[src/rtl/seq_divider.sv]
// Iterative signed divider: one restoring step per clock on operand magnitudes,
// then a single sign-fix cycle. Quotient truncates toward zero; remainder follows dividend sign.
module seq_divider #(
  parameter int WIDTH = 32
) (
  input  logic             clk,
  input  logic             rst,
  input  logic             start,
  input  logic [WIDTH-1:0] A,
  input  logic [WIDTH-1:0] B,
  output logic [WIDTH-1:0] quotient,
  output logic [WIDTH-1:0] remainder,
  output logic             done,
  output logic             active,
  output logic             div_by_zero
);

  localparam int CW = $clog2(WIDTH + 1);

  typedef enum logic [1:0] {IDLE, RUN, FIX} state_t;

  state_t           state, next_state;
  logic [CW-1:0]    count;
  logic [WIDTH-1:0] part_rem;
  logic [WIDTH-1:0] dvd_mag;
  logic [WIDTH-1:0] dsr_mag;
  logic             q_sign;
  logic             r_sign;
  logic             zero_div;

  logic [WIDTH-1:0] a_mag;
  logic [WIDTH-1:0] b_mag;
  logic [WIDTH:0]   shifted;
  logic [WIDTH:0]   trial;
  logic [WIDTH-1:0] rem_src;

  // Magnitudes are unsigned, so the most-negative value maps onto itself and still divides correctly.
  assign a_mag   = A[WIDTH-1] ? (~A + 1'b1) : A;
  assign b_mag   = B[WIDTH-1] ? (~B + 1'b1) : B;
  assign shifted = {part_rem, dvd_mag[WIDTH-1]};
  assign trial   = shifted - {1'b0, dsr_mag};
  assign rem_src = zero_div ? dvd_mag : part_rem;

  always_ff @(posedge clk or negedge rst) begin
    if (!rst) begin
      state <= IDLE;
    end else begin
      state <= next_state;
    end
  end

  always_comb begin
    next_state = state;
    active     = (state != IDLE);
    case (state)
      IDLE: begin
        if (start) begin
          next_state = (B == '0) ? FIX : RUN;
        end
      end
      RUN: begin
        if (count == CW'(1)) begin
          next_state = FIX;
        end
      end
      FIX:     next_state = IDLE;
      default: next_state = IDLE;
    endcase
  end

  always_ff @(posedge clk or negedge rst) begin
    if (!rst) begin
      count       <= '0;
      part_rem    <= '0;
      dvd_mag     <= '0;
      dsr_mag     <= '0;
      q_sign      <= 1'b0;
      r_sign      <= 1'b0;
      zero_div    <= 1'b0;
      quotient    <= '0;
      remainder   <= '0;
      done        <= 1'b0;
      div_by_zero <= 1'b0;
    end else begin
      done <= 1'b0;
      case (state)
        IDLE: begin
          if (start) begin
            dvd_mag  <= a_mag;
            dsr_mag  <= b_mag;
            part_rem <= '0;
            q_sign   <= A[WIDTH-1] ^ B[WIDTH-1];
            r_sign   <= A[WIDTH-1];
            zero_div <= (B == '0);
            count    <= CW'(WIDTH);
          end
        end
        RUN: begin
          // A non-negative trial difference means the divisor fits; keep it and emit a 1.
          if (!trial[WIDTH]) begin
            part_rem <= trial[WIDTH-1:0];
            dvd_mag  <= {dvd_mag[WIDTH-2:0], 1'b1};
          end else begin
            part_rem <= shifted[WIDTH-1:0];
            dvd_mag  <= {dvd_mag[WIDTH-2:0], 1'b0};
          end
          count <= count - 1'b1;
        end
        FIX: begin
          if (zero_div) begin
            quotient <= '1;
          end else begin
            quotient <= q_sign ? (~dvd_mag + 1'b1) : dvd_mag;
          end
          remainder   <= r_sign ? (~rem_src + 1'b1) : rem_src;
          div_by_zero <= zero_div;
          done        <= 1'b1;
        end
        default: ;
      endcase
    end
  end

endmodule

[config.mk]
export PLATFORM = sky130hd
export DESIGN_NAME = seq_divider
export DESIGN_NICKNAME = d
export VERILOG_FILES = /design/src/rtl/seq_divider.sv
export SDC_FILE = /design/constraint.sdc
export NUM_CORES = 1
export LEC_CHECK = 0
export CORE_MARGIN = 1
export CORE_UTILIZATION = 38
export DETAILED_ROUTE_END_ITERATION = 7
export SYNTH_ARGS = -nofsm -noshare
export SYNTH_HDL_FRONTEND = slang
export SYNTH_SLANG_ARGS = --single-unit
[constraint.sdc]
create_clock -name clk -period 6.85 [get_ports clk]
set_input_delay 0.685 -clock clk [delete_from_list [all_inputs] [get_ports clk]]
set_output_delay 0.685 -clock clk [all_outputs]
set_load 0.01 [all_outputs]
== Word-level counts from Yosys, hierarchy flattened ==
Index checks and enable logic that the tools add are counted.
W data, S select, Z words.

* Flip-flop bits (word level): 173
* Input bits: 67
* Word-level logic and storage cells: 54

* Add/subtract/negate cells: 6
* Equal/unequal tests: 5
* Multiplexer cells: 19
* Bitwise operators: 5
* Reductions and logical operators: 7

{| class="wikitable"
|+ Operators by type and width
! cell !! count
|-
| $mux W32 || 9
|-
| $add A32 B1 Y32 const B || 4
|-
| $not A32 Y32 || 4
|-
| $pmux W32 S2 || 2
|-
| $sub A33 B32 Y33 || 1
|-
| $logic_not A32 Y1 || 1
|-
| $pmux W6 S2 || 1
|-
| $eq A6 B1 Y1 const B || 1
|-
| $mux W2 || 3
|-
| $mux W6 || 1
|-
| $reduce_and A2 Y1 || 3
|-
| $sub A6 B1 Y6 const B || 1
|-
| $ne A2 B2 Y1 const B || 2
|-
| $pmux W2 S2 || 1
|-
| $reduce_bool A2 Y1 || 2
|-
| $eq A2 B1 Y1 const B || 1
|-
| $eq A2 B2 Y1 const B || 1
|-
| $logic_not A2 Y1 || 1
|-
| $mux W1 || 2
|-
| $xor A1 B1 Y1 || 1
|}

== Depth between registers and ports, before layout ==
* Depth after elaboration: 5
* Depth in mapped cells: 15
* Mapped depth without buffers: 13

== Worst setup path before layout ==
No wires, ideal clock.

* Path type: register to register
* Start: reg zero_div
* End: reg remainder[16]
* Setup time: 0.083 ns
* Arrival: 4.040 ns
* Path slack: 2.727 ns
* Stages on the path, launching flop included: 14
* Buffers on the path: 5
* Period minus slack after synthesis: 4.123 ns
* Cell sequence: dfrtp_1 > buf_2 > buf_1 > buf_1 > clkbuf_1 > buf_1 > mux2i_1 > ha_1 > nand2_1 > o41ai_1 > a21boi_0 > o21ai_0 > xor2_1 > o21ai_0

* Word-level cells in the longest chain between the ends: 4

{| class="wikitable"
|+ RTL lines
! element !! line !! RTL
|-
| from (decl) || 29 || <nowiki>logic zero_div;</nowiki>
|-
| from (signal assigned) || 94 || <nowiki>zero_div <= (B == '0);</nowiki>
|-
| $mux W32 * || 42 || <nowiki>assign rem_src = zero_div ? dvd_mag : part_rem;</nowiki>
|-
| $not A32 Y32 || 115 || <nowiki>remainder <= r_sign ? (~rem_src + 1'b1) : rem_src;</nowiki>
|-
| $add A32 B1 Y32 || 115 ||
|-
| $mux W32 * || 115 ||
|-
| to (signal assigned) || 115 ||
|-
| to (decl) || 12 || <nowiki>output logic [WIDTH-1:0] remainder,</nowiki>
|}

Every way passes the cells marked *; elsewhere a longest branch is shown, timed or not.
A chain may end at the register's enable or synchronous reset.

== Worst setup path after layout ==
* Start: reg dvd_mag[31]
* End: reg dvd_mag[0]

* Word-level cells in the longest chain between the ends: 3

{| class="wikitable"
|+ RTL lines
! element !! line !! RTL
|-
| from (decl) || 25 || <nowiki>logic [WIDTH-1:0] dvd_mag;</nowiki>
|-
| from (signal assigned) || 89 || <nowiki>dvd_mag <= a_mag;</nowiki>
|-
| from (signal assigned) || 102 || <nowiki>dvd_mag <= {dvd_mag[WIDTH-2:0], 1'b1};</nowiki>
|-
| from (signal assigned) || 105 || <nowiki>dvd_mag <= {dvd_mag[WIDTH-2:0], 1'b0};</nowiki>
|-
| $sub A33 B32 Y33 || 41 || <nowiki>assign trial = shifted - {1'b0, dsr_mag};</nowiki>
|-
| $mux W1 || 100 || <nowiki>if (!trial[WIDTH]) begin</nowiki>
|-
| $pmux W32 S2 || 86 || <nowiki>case (state)</nowiki>
|}

Every way passes these cells.

==> metrics.md <==
| Metric | Value |
|---|---|
| CP Capture Type | `flip-flop` |
| Max Slew Vio Count | `0` |
| Maximum buffer depth of the clock tree | `2` |
| CTS tree | `built` |
| Peak supply drop | `about 0.00023 V` |
| Core area | `29700 um2` |
| CTS Hold Bufs | `0` |
| Relative slew slack | `17.0%` |
| CP max FO | `32` |
| Clock Sink Count | `roughly 170` |
| Final Setup Violations | `0` |
| Worst r2r path cells | `14` |
| HP Class | `input pin to async pin` |
| Share of cells above drive strength 1 | `under 10%` |
| Vias | `10077` |
| Sequential fraction of the synthesis area | `between 30% and 40%` |
| Status | `complete, no violations` |
| Critical Path RT | `slightly above 7 ns` |
| Startpoint Class | `flip-flop` |
| Die H | `176 um` |
| Worst slew pin tran | `~1.2 ns` |
| Post-synth EDFFs | `0` |
| Global-route wire length before repair | `52.6 mm` |
| Final Hold Fails | `0` |
| Post-CTS Setup Bufs | `0` |
| Flops & latches, synth | `173` |
| Pwr per Cell Area | `between 500 and 600 nW/um2` |
| Pre-antenna DRT Iters | `5` |
| Number of global-route vias before repair | `9284` |
| Crit Path Category | `flip-flop to flip-flop` |
| Setup TNS | `0 ns` |
| Final cycle utilization of the critical path | `63.8%` |
| Antenna-violating nets left | `0` |
| Placer congestion estimate | `0.906` |
| Vias/cell | `5.51` |
| Global Route Usage Sum | `a little over a fifth` |
| Syn_area_per_cell | `around 8.5 um2` |
| Grt total ovfl | `0` |
| Largest net degree at the start of global routing | `97` |
| Mapped cell area | `11500 um2` |
| Num rows | `63` |
| Die footprint | `30900 um2` |
| Root Buffer | `clkbuf_16` |
| Synth top area share | `37.7%` |
| Most frequent cells in the layout | `nand2_1, dfrtp_1, o21ai_0, clkdlybuf4s50_1, xor2_1` |
| DR iter-0 viols | `roughly 710` |
| Max_cap viols | `0` |
| Number of CTS-inserted buffers | `17` |
| Antenna diodes | `0` |
| Fin crit period | `4.37 ns` |
| Ys async rst share | `100%` |
| Final Skew | `0.0148 ns` |
| Initial antenna violation count | `0` |
| H-tree levels | `4` |
| Max Freq | `229 MHz` |
| I/O pins | `134` |
| Mapped Nets | `1453` |
| PostCTS Resize Cnt | `0` |
| Synth unique cells | `66` |
| Ys Warns | `0` |
| Final Routed Wirelength | `32.6 mm` |
| Final Util | `between 40% and 50%` |
| Clock Latency Late Sink | `0.44 ns` |
| RSZ-0062 raised after global routing | `no` |
| Area grow syn2layout | `18.9%` |
| Area leader, netlist | `dfrtp_1` |
| Lkg Pwr | `5.64 nW` |
| DRC viols | `0` |
| I/O Buffers | `133` |
| Initial Util | `between 30% and 40%` |
| Routed len/inst | `17.8 um` |
| Synth area leaders | `dfrtp_1, o21ai_0, xor2_1, nand2_1, xnor2_1` |
| DP Wirelength | `approximately 24 mm` |
| Critical Path AT | `4.66 ns` |
| Clock slew at reported path FFs | `0.08 ns` |
| Syn Inst Count | `approximately 1300` |
| FILL cells | `approximately 2900` |
| Chip width | `approximately 180 um` |
| Leading cell type in the layout, fill and taps excluded | `nand2_1` |
| Top_reg_cell synth | `dfrtp_1` |
| Final net count | `1533` |
## where the power goes
group | total, mW | leakage (nW) | switching (mW) | internal (mW)
clock | 0.962 | 0.277 | 0.477 | 0.484
combinational | 3.85 | 3.23 | 2.17 | 1.68
sequential | 2.09 | 2.13 | 0.609 | 1.48
## state kept, by name, indices dropped and copies added (netlist names)
register / cells
remainder: 32
dvd_mag: 32
count: 6
div_by_zero: 1
q_sign: 1
dsr_mag: 32
r_sign: 1
zero_div: 1
done: 1
state: 2
part_rem: 32
quotient: 32
## synth_stat cells, drive strengths merged (28+ instances only)
cell type and number:
dfrtp 173, a21oi 74, o31ai 31, xor2 83
a22oi 28, ha 38, inv 47, o21ai 173
nand3 32, nor2 71, nand2 190, clkbuf 67
xnor2 65, mux2i 42
## worst paths after layout
kind,start,slack (ns),to
hold reg to reg,remainder[31],0.48,remainder[31]
hold / removal,rst,0.34,count[3]
max in group asynchronous,rst,4.91,remainder[27]
min in group clk,remainder[31],0.48,remainder[31]
setup / recovery,dvd_mag[31],2.48,dvd_mag[0]
setup reg to reg,dvd_mag[31],2.48,dvd_mag[0]
## metrics by stage
stage	total power [mW]	cells	hold slack [ns]	worst slack, ns	instance area [um2]
after floorplan	4.60	1347	0.389	2.73	11500
after CTS	6.91	1830	0.375	2.52	13700
after global routing	7.51	1830	0.418	2.22	13700
after global placement	5.88	1798	0.451	2.64	13100
final	6.90	1830	0.343	2.48	13700
after detailed placement	5.94	1798	0.470	2.53	13100
## per-layer routing
| metal | global-route usage (%) | part of all wire [%] | vias to the layer above |
|---|---|---|---|
| li1 | - | - | 4952 |
| met1 | 31.8 | 49 | 4770 |
| met2 | 32.8 | 44 | 319 |
| met3 | 2.58 | 5.0 | 36 |
| met4 | 6.96 | 2.1 | 0 |
| met5 | 0 | 0 | - |
## critical path, stage by stage, from the launching register on
cell	delay [ns]
dfrtp_1	0.41
inv_1	0.13
ha_1	0.19
inv_1	0.06
fa_1	0.41
a211oi_1	0.25
o21ai_0	0.18
a221o_1	0.39
a311o_1	0.40
a31o_2	0.29
nand3_1	0.06
and4b_1	0.67
buf_4	0.44
or2_2	0.23
o211ai_1	0.10
## final cells by class
cell class,instances,area (um2),area share [%]
Timing Repair Buffer,143,1410,10.3
Clock buffer,17,425,3.11
Tap cell,390,488,3.57
Sequential cell,173,4330,31.7
Clock inverter,15,148,1.08
Inverter,48,180,1.32
Multi-Input combinational cell,1044,6680,48.9
## kinds of logic (layout without fill, tap and decap cells)
logic type,count (synthesis),after routing,synth area share (%)
AND/OR/NAND/NOR,416,416,17.1
AO/OA/AOI/OAI,395,395,21.2
flip-flops,173,173,37.7
XOR/XNOR,148,148,11.3
buffers and inverters,130,223,4.32
multiplexers,46,46,4.05
adder cells (fa/ha/maj),39,39,4.31
Power figures use the tool's default switching activity.
